File: config.mk
export PLATFORM = sky130hd
export DESIGN_NAME = restoring_div_param
export DESIGN_NICKNAME = d
export VERILOG_FILES = /design/src/rtl/restoring_div_param.sv
export SDC_FILE = /design/constraint.sdc
export NUM_CORES = 1
export LEC_CHECK = 0
export CAP_MARGIN = 20
export CORE_ASPECT_RATIO = 2
export CORE_MARGIN = 3
export CORE_UTILIZATION = 28
export DETAILED_ROUTE_END_ITERATION = 12
export GPL_TIMING_DRIVEN = 0
export PLACE_DENSITY = 0.43
export RECOVER_POWER = 25
export REMOVE_ABC_BUFFERS = 1
export SETUP_SLACK_MARGIN = 0.5
export SYNTH_ARGS = -nofsm -noshare
export SYNTH_HDL_FRONTEND = slang
export SYNTH_SLANG_ARGS = --single-unit
File: constraint.sdc
create_clock -name clk -period 3 [get_ports clk]
set_input_delay 0.6 -clock clk [delete_from_list [all_inputs] [get_ports clk]]
set_output_delay 0.6 -clock clk [all_outputs]
set_load 0.05 [all_outputs]
File: src/rtl/restoring_div_param.sv
// Iterative restoring divider: one quotient bit per clock, unsigned or two's-complement
// operands selected per operation, with divide-by-zero detection and a start/busy/done handshake.
//
// state | meaning
// IDLE  | waiting for start; results held
// CALC  | one restoring iteration per clock, WIDTH iterations
// FIX   | apply sign correction, publish results, pulse done
// DZ    | divisor was zero: publish all-ones quotient and raw dividend
module restoring_div_param #(
  parameter int WIDTH = 8
) (
  input  logic             clk,
  input  logic             rst,
  input  logic             start,
  input  logic             signed_mode,
  input  logic [WIDTH-1:0] divident,
  input  logic [WIDTH-1:0] divisor,
  output logic [WIDTH-1:0] quotient,
  output logic [WIDTH-1:0] rem,
  output logic             busy,
  output logic             done,
  output logic             div_zero
);

  localparam int CW = (WIDTH > 2) ? $clog2(WIDTH) : 1;

  typedef enum logic [1:0] {IDLE, CALC, FIX, DZ} state_t;

  state_t           state, state_nxt;
  logic [CW-1:0]    cnt;
  logic [WIDTH-1:0] a_q;
  logic [WIDTH-1:0] d_q;
  logic [WIDTH-1:0] p_q;
  logic [WIDTH-1:0] dvd_q;
  logic             qneg;
  logic             rneg;
  logic [WIDTH:0]   shifted;
  logic [WIDTH-1:0] diff;
  logic             under;

  // Magnitude kept as an unsigned WIDTH-bit value so the most-negative operand stays exact.
  function automatic logic [WIDTH-1:0] mag(input logic [WIDTH-1:0] v, input logic sm);
    return (sm && v[WIDTH-1]) ? -v : v;
  endfunction

  // Remainder is always below the divisor, so the difference fits in WIDTH bits when kept.
  assign shifted = {p_q, a_q[WIDTH-1]};
  assign under   = shifted < {1'b0, d_q};
  assign diff    = shifted[WIDTH-1:0] - d_q;

  always_ff @(posedge clk or negedge rst) begin
    if (!rst) state <= IDLE;
    else      state <= state_nxt;
  end

  always_comb begin
    state_nxt = state;
    case (state)
      IDLE:    if (start) state_nxt = (divisor == '0) ? DZ : CALC;
      CALC:    if (cnt == '0) state_nxt = FIX;
      FIX:     state_nxt = IDLE;
      DZ:      state_nxt = IDLE;
      default: state_nxt = IDLE;
    endcase
  end

  always_ff @(posedge clk or negedge rst) begin
    if (!rst) begin
      cnt      <= '0;
      a_q      <= '0;
      d_q      <= '0;
      p_q      <= '0;
      dvd_q    <= '0;
      qneg     <= 1'b0;
      rneg     <= 1'b0;
      quotient <= '0;
      rem      <= '0;
      busy     <= 1'b0;
      done     <= 1'b0;
      div_zero <= 1'b0;
    end else begin
      done <= 1'b0;
      case (state)
        IDLE: begin
          if (start) begin
            busy     <= 1'b1;
            div_zero <= 1'b0;
            dvd_q    <= divident;
            a_q      <= mag(divident, signed_mode);
            d_q      <= mag(divisor, signed_mode);
            p_q      <= '0;
            qneg     <= signed_mode & (divident[WIDTH-1] ^ divisor[WIDTH-1]);
            rneg     <= signed_mode & divident[WIDTH-1];
            cnt      <= CW'(WIDTH - 1);
          end
        end
        CALC: begin
          p_q <= under ? shifted[WIDTH-1:0] : diff;
          a_q <= {a_q[WIDTH-2:0], ~under};
          cnt <= cnt - 1'b1;
        end
        FIX: begin
          quotient <= qneg ? -a_q : a_q;
          rem      <= rneg ? -p_q : p_q;
          done     <= 1'b1;
          busy     <= 1'b0;
        end
        DZ: begin
          quotient <= '1;
          rem      <= dvd_q;
          div_zero <= 1'b1;
          done     <= 1'b1;
          busy     <= 1'b0;
        end
        default: busy <= 1'b0;
      endcase
    end
  end

endmodule

* After elaboration in Yosys (flattened, before gate mapping)
Cells that the tools add are included.
Widths: inputs -> output; s select.
** Storage, ports and cells
- Output and inout bits :: 19
- Bits in registers :: 58
- Input port bits :: 20
- Word-level logic and storage cells :: 66
** Operators by class
- Add/subtract/negate cells :: 6
- $lt $le $gt $ge :: 1
- Reduce and logical (&&, ||, !) cells :: 15
- Bitwise gates (word level) :: 4
- Eq/ne operators :: 5
- Multiplexer cells :: 22
** Operators by type and width (count)
- $pmux 8 s2 :: 4
- $mux 8 :: 7
- $neg 8->8 :: 4
- $reduce_and 2->1 :: 5
- $lt 9x8->1 :: 1
- $logic_not 8->1 :: 1
- $reduce_bool 2->1 :: 4
- $sub 8x8->8 :: 1
- $mux 2 :: 3
- $pmux 2 s3 :: 1
- $pmux 3 s2 :: 1
- $eq 2x2->1 const B :: 2
- $ne 2x2->1 const B :: 2
- $pmux 1 s2 :: 2
- $logic_not 3->1 :: 1
- $mux 1 :: 3
- $mux 3 :: 1
- $sub 3x1->3 const B :: 1
- $and 1x1->1 :: 2
- $eq 2x1->1 const B :: 1
- $logic_and 1x1->1 :: 2
- $logic_not 2->1 :: 1
- $reduce_or 2->1 :: 1
- $not 1->1 :: 1
- $xor 1x1->1 :: 1

* Longest topological paths before layout
Gate-level depths: netlist (run 1).
- Depth in word-level cells :: 4
- Gate-level depth with buffers :: 9
- Gate-level depth less buffers :: 9

* Worst setup path before layout (run 1)
Ideal clock, no wire load.
- Path kind :: register -> register
- Start :: register p_q[5]
- End :: register p_q[0]
- Required time :: 2.917 ns
- Clock period less this slack :: 2.103 ns
- Slack :: 0.897 ns
- Stages on the path, launching flop included :: 7
- Setup time :: 0.083 ns
- Buffers on the path :: 0
- Data arrival time :: 2.020 ns
- Cells stage by stage :: dfrtp_1 > ha_1 > a21oi_1 > o221ai_1 > nor2_2 > mux2_2 > o21ai_0
** Between the ends
- Longest elaborated chain between the ends :: 3
** RTL lines
- start: declaration :: RTL line 33 : logic [WIDTH-1:0] p_q;
- start signal: assignment :: RTL line 98 : p_q <= under ? shifted[WIDTH-1:0] : diff;
- $lt 9x8->1 :: RTL line 48 : assign under = shifted < {1'b0, d_q};
- $mux 8 :: RTL line 98
- $pmux 8 s2 :: RTL line 83 : case (state)
No other way between the ends.
A chain may end at the register's enable or synchronous reset.

* Worst setup path in the final report (run 1)
- Start :: register state[1]
- End :: register a_q[2]
** Between the ends
- Longest elaborated chain between the ends :: 3
- Elaborated cells on any way between the ends :: 6
- Those cells by class :: eq/ne: 2; mux: 1; reduce/logical: 3
** RTL lines
- start: declaration :: RTL line 29 : state_t state, state_nxt;
- start signal: assignment :: RTL line 53 : else state <= state_nxt;
- $eq 2x1->1 / $logic_not 2->1 (equally long branches) :: RTL line 83
- $reduce_bool 2->1 (no source line) / $ne 2x2->1 (equally long branches)
- $reduce_and 2->1 (no source line)
- end signal: assignment :: RTL line 89 : a_q <= mag(divident, signed_mode);
- end signal: assignment :: RTL line 99 : a_q <= {a_q[WIDTH-2:0], ~under};
- end: declaration :: RTL line 31 : logic [WIDTH-1:0] a_q;
Parallel ways exist; a longest one is shown, timed or not.

==> out/results.txt, run 1 <==
First-pass iteration count of the detailed router = 4
Average via count per standard cell = 4.90
Max-slew headroom = -0.0353
Clock latency on the worst-skew pair = 0.33 ns
TritonCTS Buffers = 9
Cell-by-cell trace of the critical path = nand2b_1 > or2_4 > nand2_1 > o22ai_1 > a21oi_1
Number of DRC violations after detailed routing = 0
Status = finished, violations left
Final max-slew violation count = 59
Largest fanout of any net on the critical path = 47
NumNets Final = 427
Vias in the first global route = 2697
Required time at the endpoint of the critical path = 3.19 ns
Number of clock sinks seen by CTS = 58
Classification of the worst-slack hold path = flop to flop
Top-level port count = 39
Diode count = 0
Number of distinct standard cells referenced by the synthesized netlist = 45
TritonCTS clock tree = done
Area of the placeable core = 11400 sq um
Finish-stage setup viols = 0
Final weighted congestion of routability-driven global placement = 0.849
Buffers added on ports = 38
Library cell with the highest instance count after synthesis = sky130_fd_sc_hd__dfrtp_1
Layout cell share with drive strength beyond 1 = 0.0781
Violations in the final reports = capacitance limit, slew limit
Most frequent cells after synthesis = 58 x sky130_fd_sc_hd__dfrtp_1, 51 x sky130_fd_sc_hd__nand2_1, 35 x sky130_fd_sc_hd__o21ai_0, 25 x sky130_fd_sc_hd__inv_1, 25 x sky130_fd_sc_hd__nor2_1
DRT antenna net count = 0
Cell count after synthesis = 361
Syn Area/Cell = 9.13 sq um
Post-layout power = 0.00533 W
Proportion of synthesized flip-flops having asynchronous set or reset = 1.00
Total Wirelength = 8720 microns
Global routing usage summed across all routing layers = 0.145
Synthesis-to-finish area growth = 25.1%
Final HPWL from detailed placement = 6340 microns
Die footprint = 13200 sq um
Total of max-cap violations = 1
Detailed-route via count = 2639
Worst clock skew on the final layout = 0.00801 ns
Effective utilization at floorplan = 0.289
Top FF cell, synth = sky130_fd_sc_hd__dfrtp_1
Setup slack of the worst register-to-register path = 0.49 ns
Hold buffer count at CTS = 0
Critical path launch point = state[1]$_DFFE_PN0P_
Remaining global-route overflow = 0
Iteration-0 DRC count of the detailed router = 158
Flop and latch count out of synthesis = 58
Vertical die dimension = 159 microns
Fmax = 398 MHz
Top-area cell type share of the netlist area = 0.440
H-tree depth = 3
Worst reg2reg path startpoint = state[1]$_DFFE_PN0P_
Floorplan die width = 82.7 microns
Time the worst path needs with I/O delays and setup = 2.51 ns
Classification of the worst setup path = flop to flop
Source of the worst hold timing path = cnt[0]$_DFFE_PN0P_
Category of cells accounting for the largest share of critical-path delay = simple AND/OR/NAND/NOR gates
Setup repair after global routing missed its margin = no
Slew at the pin closest to its max-slew limit = 1.55 ns
CP Capture Type = flop
Biggest cell delay along the critical path = 1.01 ns
Number of failing hold endpoints at the final stage = 0
Peak supply drop = 0.380 mV
Initial antenna violation count = 0
Cell with the largest stage delay on the worst path = sky130_fd_sc_hd__dfrtp_1
Pwr/cell area = 1290 nW/um^2
Netlist Area Pre-Place = 3300 sq um
WP data arrival = 2.71 ns
Portion of the post-synthesis area used by sequential elements = 0.440
Count of flip-flops with a built-in enable after synthesis = 0
Post-detailed-route wirelength per cell = 16.2 microns
Wire length of the first global-routing pass = 14200 microns
Portion of the clock cycle consumed by the worst path in the final layout = 0.838
Maximum number of pins on one net before global-route repair = 59
CTS clk-pin slew, worst paths = 0.06 ns
Top cells by area, synth = sky130_fd_sc_hd__dfrtp_1 44%, sky130_fd_sc_hd__nand2_1 5.8%, sky130_fd_sc_hd__ha_1 5.3%
Launching element type of the critical path = flop
Most area-hungry cell type in the Yosys netlist = sky130_fd_sc_hd__dfrtp_1
Number of cell rows = 55
Clk buf depth = 2
Final core utilization = 0.361
Leakage power of the design = 1.77 nW
Number of warnings issued by yosys = 0
Clock tree root buffer cell = sky130_fd_sc_hd__clkbuf_16
Number of buffer and inverter instances along the worst setup path = 0
-- flip-flops by register name, summed over array words and instances (netlist names), 2 cells and up --
name,flops
state,2
cnt,3
quotient,8
rem,8
p_q,8
d_q,8
a_q,8
dvd_q,8
-- logic make-up (layout without fill, tap and decap cells) --
kind of cell / Yosys count / in the layout / share of synthesized area
and+or+nand+nor: 115 / 115 / 0.157
AOI/OAI and AO/OA: 89 / 89 / 0.171
DFF: 58 / 58 / 0.440
buffers and inverters: 43 / 79 / 0.0554
xor gates and xnor gates: 27 / 27 / 0.0717
adders and majority gates: 15 / 15 / 0.0592
muxes: 14 / 14 / 0.0459
-- report_power, final --
| group | switching (W) | internal (W) |
|---|---|---|
| clock | 0.000370 | 0.000856 |
| sequential | 0.000391 | 0.00116 |
| combinational | 0.00152 | 0.00104 |
-- cells in the final DEF (no fill, tap or decap), types with 14 or more instances in the layout --
cell type	n
sky130_fd_sc_hd__xor2_1	14
sky130_fd_sc_hd__inv_1	25
sky130_fd_sc_hd__clkdlybuf4s50_1	37
sky130_fd_sc_hd__o21ai_0	35
sky130_fd_sc_hd__dfrtp_1	58
sky130_fd_sc_hd__ha_1	14
sky130_fd_sc_hd__nand2_1	51
sky130_fd_sc_hd__nor2_1	25
sky130_fd_sc_hd__a21oi_1	16
-- metrics by stage --
stage	worst slack, ns	instances	hold WS, ns	TNS, ns	area [sq um]
after floorplan	0.893	343	0.304	0	3210
after global placement	-0.797	523	0.463	-45.84	3770
final	0.486	539	0.470	0	4130
after CTS	0.522	539	0.384	0	4120
after detailed placement	0.143	523	0.460	0	3760
after global routing	0.272	539	0.496	0	4130
-- layer usage --
| metal | track usage | wire length (microns) |
|---|---|---|
| met5 | 0 | 0 |
| met4 | 0.0766 | 317 |
| met3 | 0.0357 | 291 |
| met2 | 0.251 | 4670 |
| met1 | 0.156 | 3440 |
-- area by class of cell --
| cell class | count | area [sq um] |
|---|---|---|
| Clock inverter | 4 | 97.6 |
| Clock buffer | 12 | 256 |
| Sequential cell | 58 | 1450 |
| Tap cell | 142 | 178 |
| Fill cell | 1216 | 7300 |
| Inverter | 25 | 93.8 |
| Multi-Input combinational cell | 260 | 1670 |
| Timing Repair Buffer | 38 | 375 |
-- timing repair --
item | CTS | global route
buffers inserted | 0 | 0
resized for setup | 3 | 1
endpoints found under the hold margin | 0 | 0
endpoints found under the setup margin | 8 | 1
-- worst paths after layout --
kind                                                end  cells after the start
worst max-delay path                 a_q[2]$_DFFE_PN0P_                      5
worst min-delay path                 cnt[0]$_DFFE_PN0P_                      1
worst max register to register       a_q[2]$_DFFE_PN0P_                      5
worst min register to register       cnt[0]$_DFFE_PN0P_                      1
max in group asynchronous            p_q[0]$_DFFE_PN0P_                      1
min in group asynchronous       quotient[0]$_DFFE_PN0N_                      1
Power figures use the tool's default switching activity.
==> run 2, diff against run 1 <==
clock period = 2.6 ns   (was 3 ns; I/O delays follow)
==> out/results.txt, run 2 (synthesis gave the netlist of run 1 again) <==
Status = finished, violations left
Violations in the final reports = capacitance limit, slew limit
Leading cell types in the layout, fill and taps excluded = 51 x sky130_fd_sc_hd__nand2_1, 51 x sky130_fd_sc_hd__dfrtp_1, 37 x sky130_fd_sc_hd__clkdlybuf4s50_1
Pwr/cell area = 1540 nW/um^2 (+19%)
Post-detailed-route wirelength per cell = 16.5 microns (+2.2%)
Maximum number of pins on one net before global-route repair = 59 (unchanged)
Diode count = 0 (unchanged)
Clock tree root buffer cell = sky130_fd_sc_hd__clkbuf_16
Clk buf depth = 2 (unchanged)
Number of failing hold endpoints at the final stage = 0 (unchanged)
Wire length of the first global-routing pass = 14600 microns (+2.5%)
Remaining global-route overflow = 0 (unchanged)
Final core utilization = 0.382 (+0.0212)
Layout cell share with drive strength beyond 1 = 0.165 (+0.0866)
Leakage power of the design = 1.84 nW (+4.1%)
Classification of the worst-slack hold path = flop to flop
Clock latency on the worst-skew pair = 0.33 ns (about the same)
WP data arrival = 2.27 ns (-0.44 ns)
TritonCTS clock tree = done
Global-route track usage on met1 = 0.160 (+0.00391)
Die footprint = 13200 sq um (unchanged)
Path depth of the worst reg2reg path = 9 (+4)
Source of the worst hold timing path = dvd_q[4]$_DFFE_PN0P_
Launching element type of the critical path = flop
Average via count per standard cell = 4.91 (+0.28%)
Max-slew headroom = -0.0464 (-0.0111)
Fraction of met3 tracks used by global routing = 0.0357 (unchanged)
Time the worst path needs with I/O delays and setup = 2.08 ns (-0.434 ns)
CTS clk-pin slew, worst paths = 0.05 ns (about the same)
Floorplan die width = 82.7 microns (unchanged)
Final HPWL from detailed placement = 6340 microns (unchanged)
H-tree depth = 3 (unchanged)
Fmax = 481 MHz (+21%)
Largest fanout of any net on the critical path = 3 (-94%)
Worst clock skew on the final layout = 0.00562 ns (-0.00240 ns)
First-pass iteration count of the detailed router = 5 (+1)
Most Used Layer, Global Route = met2
TritonCTS Buffers = 9 (unchanged)
DRT antenna net count = 0 (unchanged)
Initial antenna violation count = 0 (unchanged)
Vertical die dimension = 159 microns (unchanged)
CP Capture Type = flop
Required time at the endpoint of the critical path = 2.79 ns (-0.40 ns)
Total Wirelength = 9180 microns (+5.2%)
Global routing usage summed across all routing layers = 0.150 (+0.00461)
Iteration-0 DRC count of the detailed router = 127 (-20%)
Slew at the pin closest to its max-slew limit = 1.57 ns (+0.0166 ns)
Finish-stage setup viols = 0 (unchanged)
Classification of the worst setup path = flop to flop
Portion of the clock cycle consumed by the worst path in the final layout = 0.800 (-0.0380)
Number of cell rows = 55 (unchanged)
Post-layout power = 0.00672 W (+26%)
Top-level port count = 39 (unchanged)
Worst setup slack before clock tree synthesis = -0.257 ns (-0.400 ns)
Global routing usage on met2 = 0.262 (+0.0106)
Buffers added on ports = 38 (unchanged)
Number of DRC violations after detailed routing = 0 (unchanged)
Final max-slew violation count = 59 (unchanged)
Area of the placeable core = 11400 sq um (unchanged)
Number of instances on the worst hold path = 2 (+1)
Setup slack of the worst register-to-register path = 0.52 ns (+0.03 ns)
Vias in the first global route = 2750 (+2.0%)
Number of clock sinks seen by CTS = 58 (unchanged)
Detailed-route via count = 2725 (+3.3%)
Worst Slack Setup Final = 0.520 ns (+0.0339 ns)
Final weighted congestion of routability-driven global placement = 0.849 (unchanged)
Worst reg2reg path startpoint = a_q[7]$_DFFE_PN0P_
Capturing point of the worst reg2reg path = p_q[6]$_DFFE_PN0P_
Effective utilization at floorplan = 0.289 (unchanged)
Min-Delay Endpoint = dvd_q[4]$_DFFE_PN0P_
Peak supply drop = 0.441 mV (+16%)
NumNets Final = 443 (+3.7%)
Fill cell instance count of the final layout = 1204 (-0.99%)
Setup repair after global routing missed its margin = yes
Total of max-cap violations = 1 (unchanged)
Synthesis-to-finish area growth = 32.5%
## run 2: worst max path at each step
stage                               from                  to  cells past startpoint
floorplan             p_q[5]$_DFFE_PN0P_  p_q[0]$_DFFE_PN0P_                      6
global placement                     rst  p_q[3]$_DFFE_PN0P_                      1
detailed placement  state[1]$_DFFE_PN0P_  a_q[2]$_DFFE_PN0P_                      5
CTS                 state[1]$_DFFE_PN0P_  a_q[2]$_DFFE_PN0P_                      5
global route          a_q[7]$_DFFE_PN0P_  p_q[6]$_DFFE_PN0P_                      9
finish                a_q[7]$_DFFE_PN0P_  p_q[6]$_DFFE_PN0P_                      9
## run 2: layout make-up
class / count / area, sq um / area share
multi-input cells: 261 / 1780 / 0.407
flip-flops and latches: 58 / 1460 / 0.335
repair buffers: 53 / 500 / 0.115
clock buffers: 12 / 256 / 0.0587
well taps: 142 / 178 / 0.0407
clock inverters: 4 / 97.6 / 0.0223
inverters: 25 / 93.8 / 0.0215
## run 2: critical path, cell delays in order, from the launching register on
cell,delay [ns]
sky130_fd_sc_hd__dfrtp_1,0.40
sky130_fd_sc_hd__inv_2,0.09
sky130_fd_sc_hd__ha_1,0.17
sky130_fd_sc_hd__inv_1,0.06
sky130_fd_sc_hd__fa_2,0.37
sky130_fd_sc_hd__a211oi_4,0.30
sky130_fd_sc_hd__o21bai_1,0.12
sky130_fd_sc_hd__a21oi_1,0.18
sky130_fd_sc_hd__xor2_1,0.16
sky130_fd_sc_hd__o21ai_0,0.10
## run 2: per-stage QoR
step	setup TNS (ns)	std cells	instance area [sq um]	hold slack (ns)
2_1_floorplan	0	343	3210	0.224
3_3_place_gp	-65.21	523	3770	0.463
3_5_place_dp	-0.991	523	3760	0.460
4_1_cts	0	542	4240	0.304
5_1_grt	0	555	4370	0.496
6_report	0	555	4370	0.472
## run 2: repair_timing
action	in CTS	in global routing
hold buffers	0	0
hold endpoints to repair	0	0
gates cloned	1	0
resized for setup	19	11
buffers inserted	2	13
pin swaps	3	5
endpoints found under the setup margin	40	12
## run 2: layer usage
metal  vias up  routed length [microns]
li1       1352                        -
met1      1295                     3520
met2        58                     5020
met3        20                      292
met4         0                      340
met5         -                        0
## run 2: power breakdown
group,switching (W),total [W],internal [W]
logic,0.00194,0.00350,0.00157
registers,0.000448,0.00179,0.00135
clock network,0.000430,0.00142,0.000988
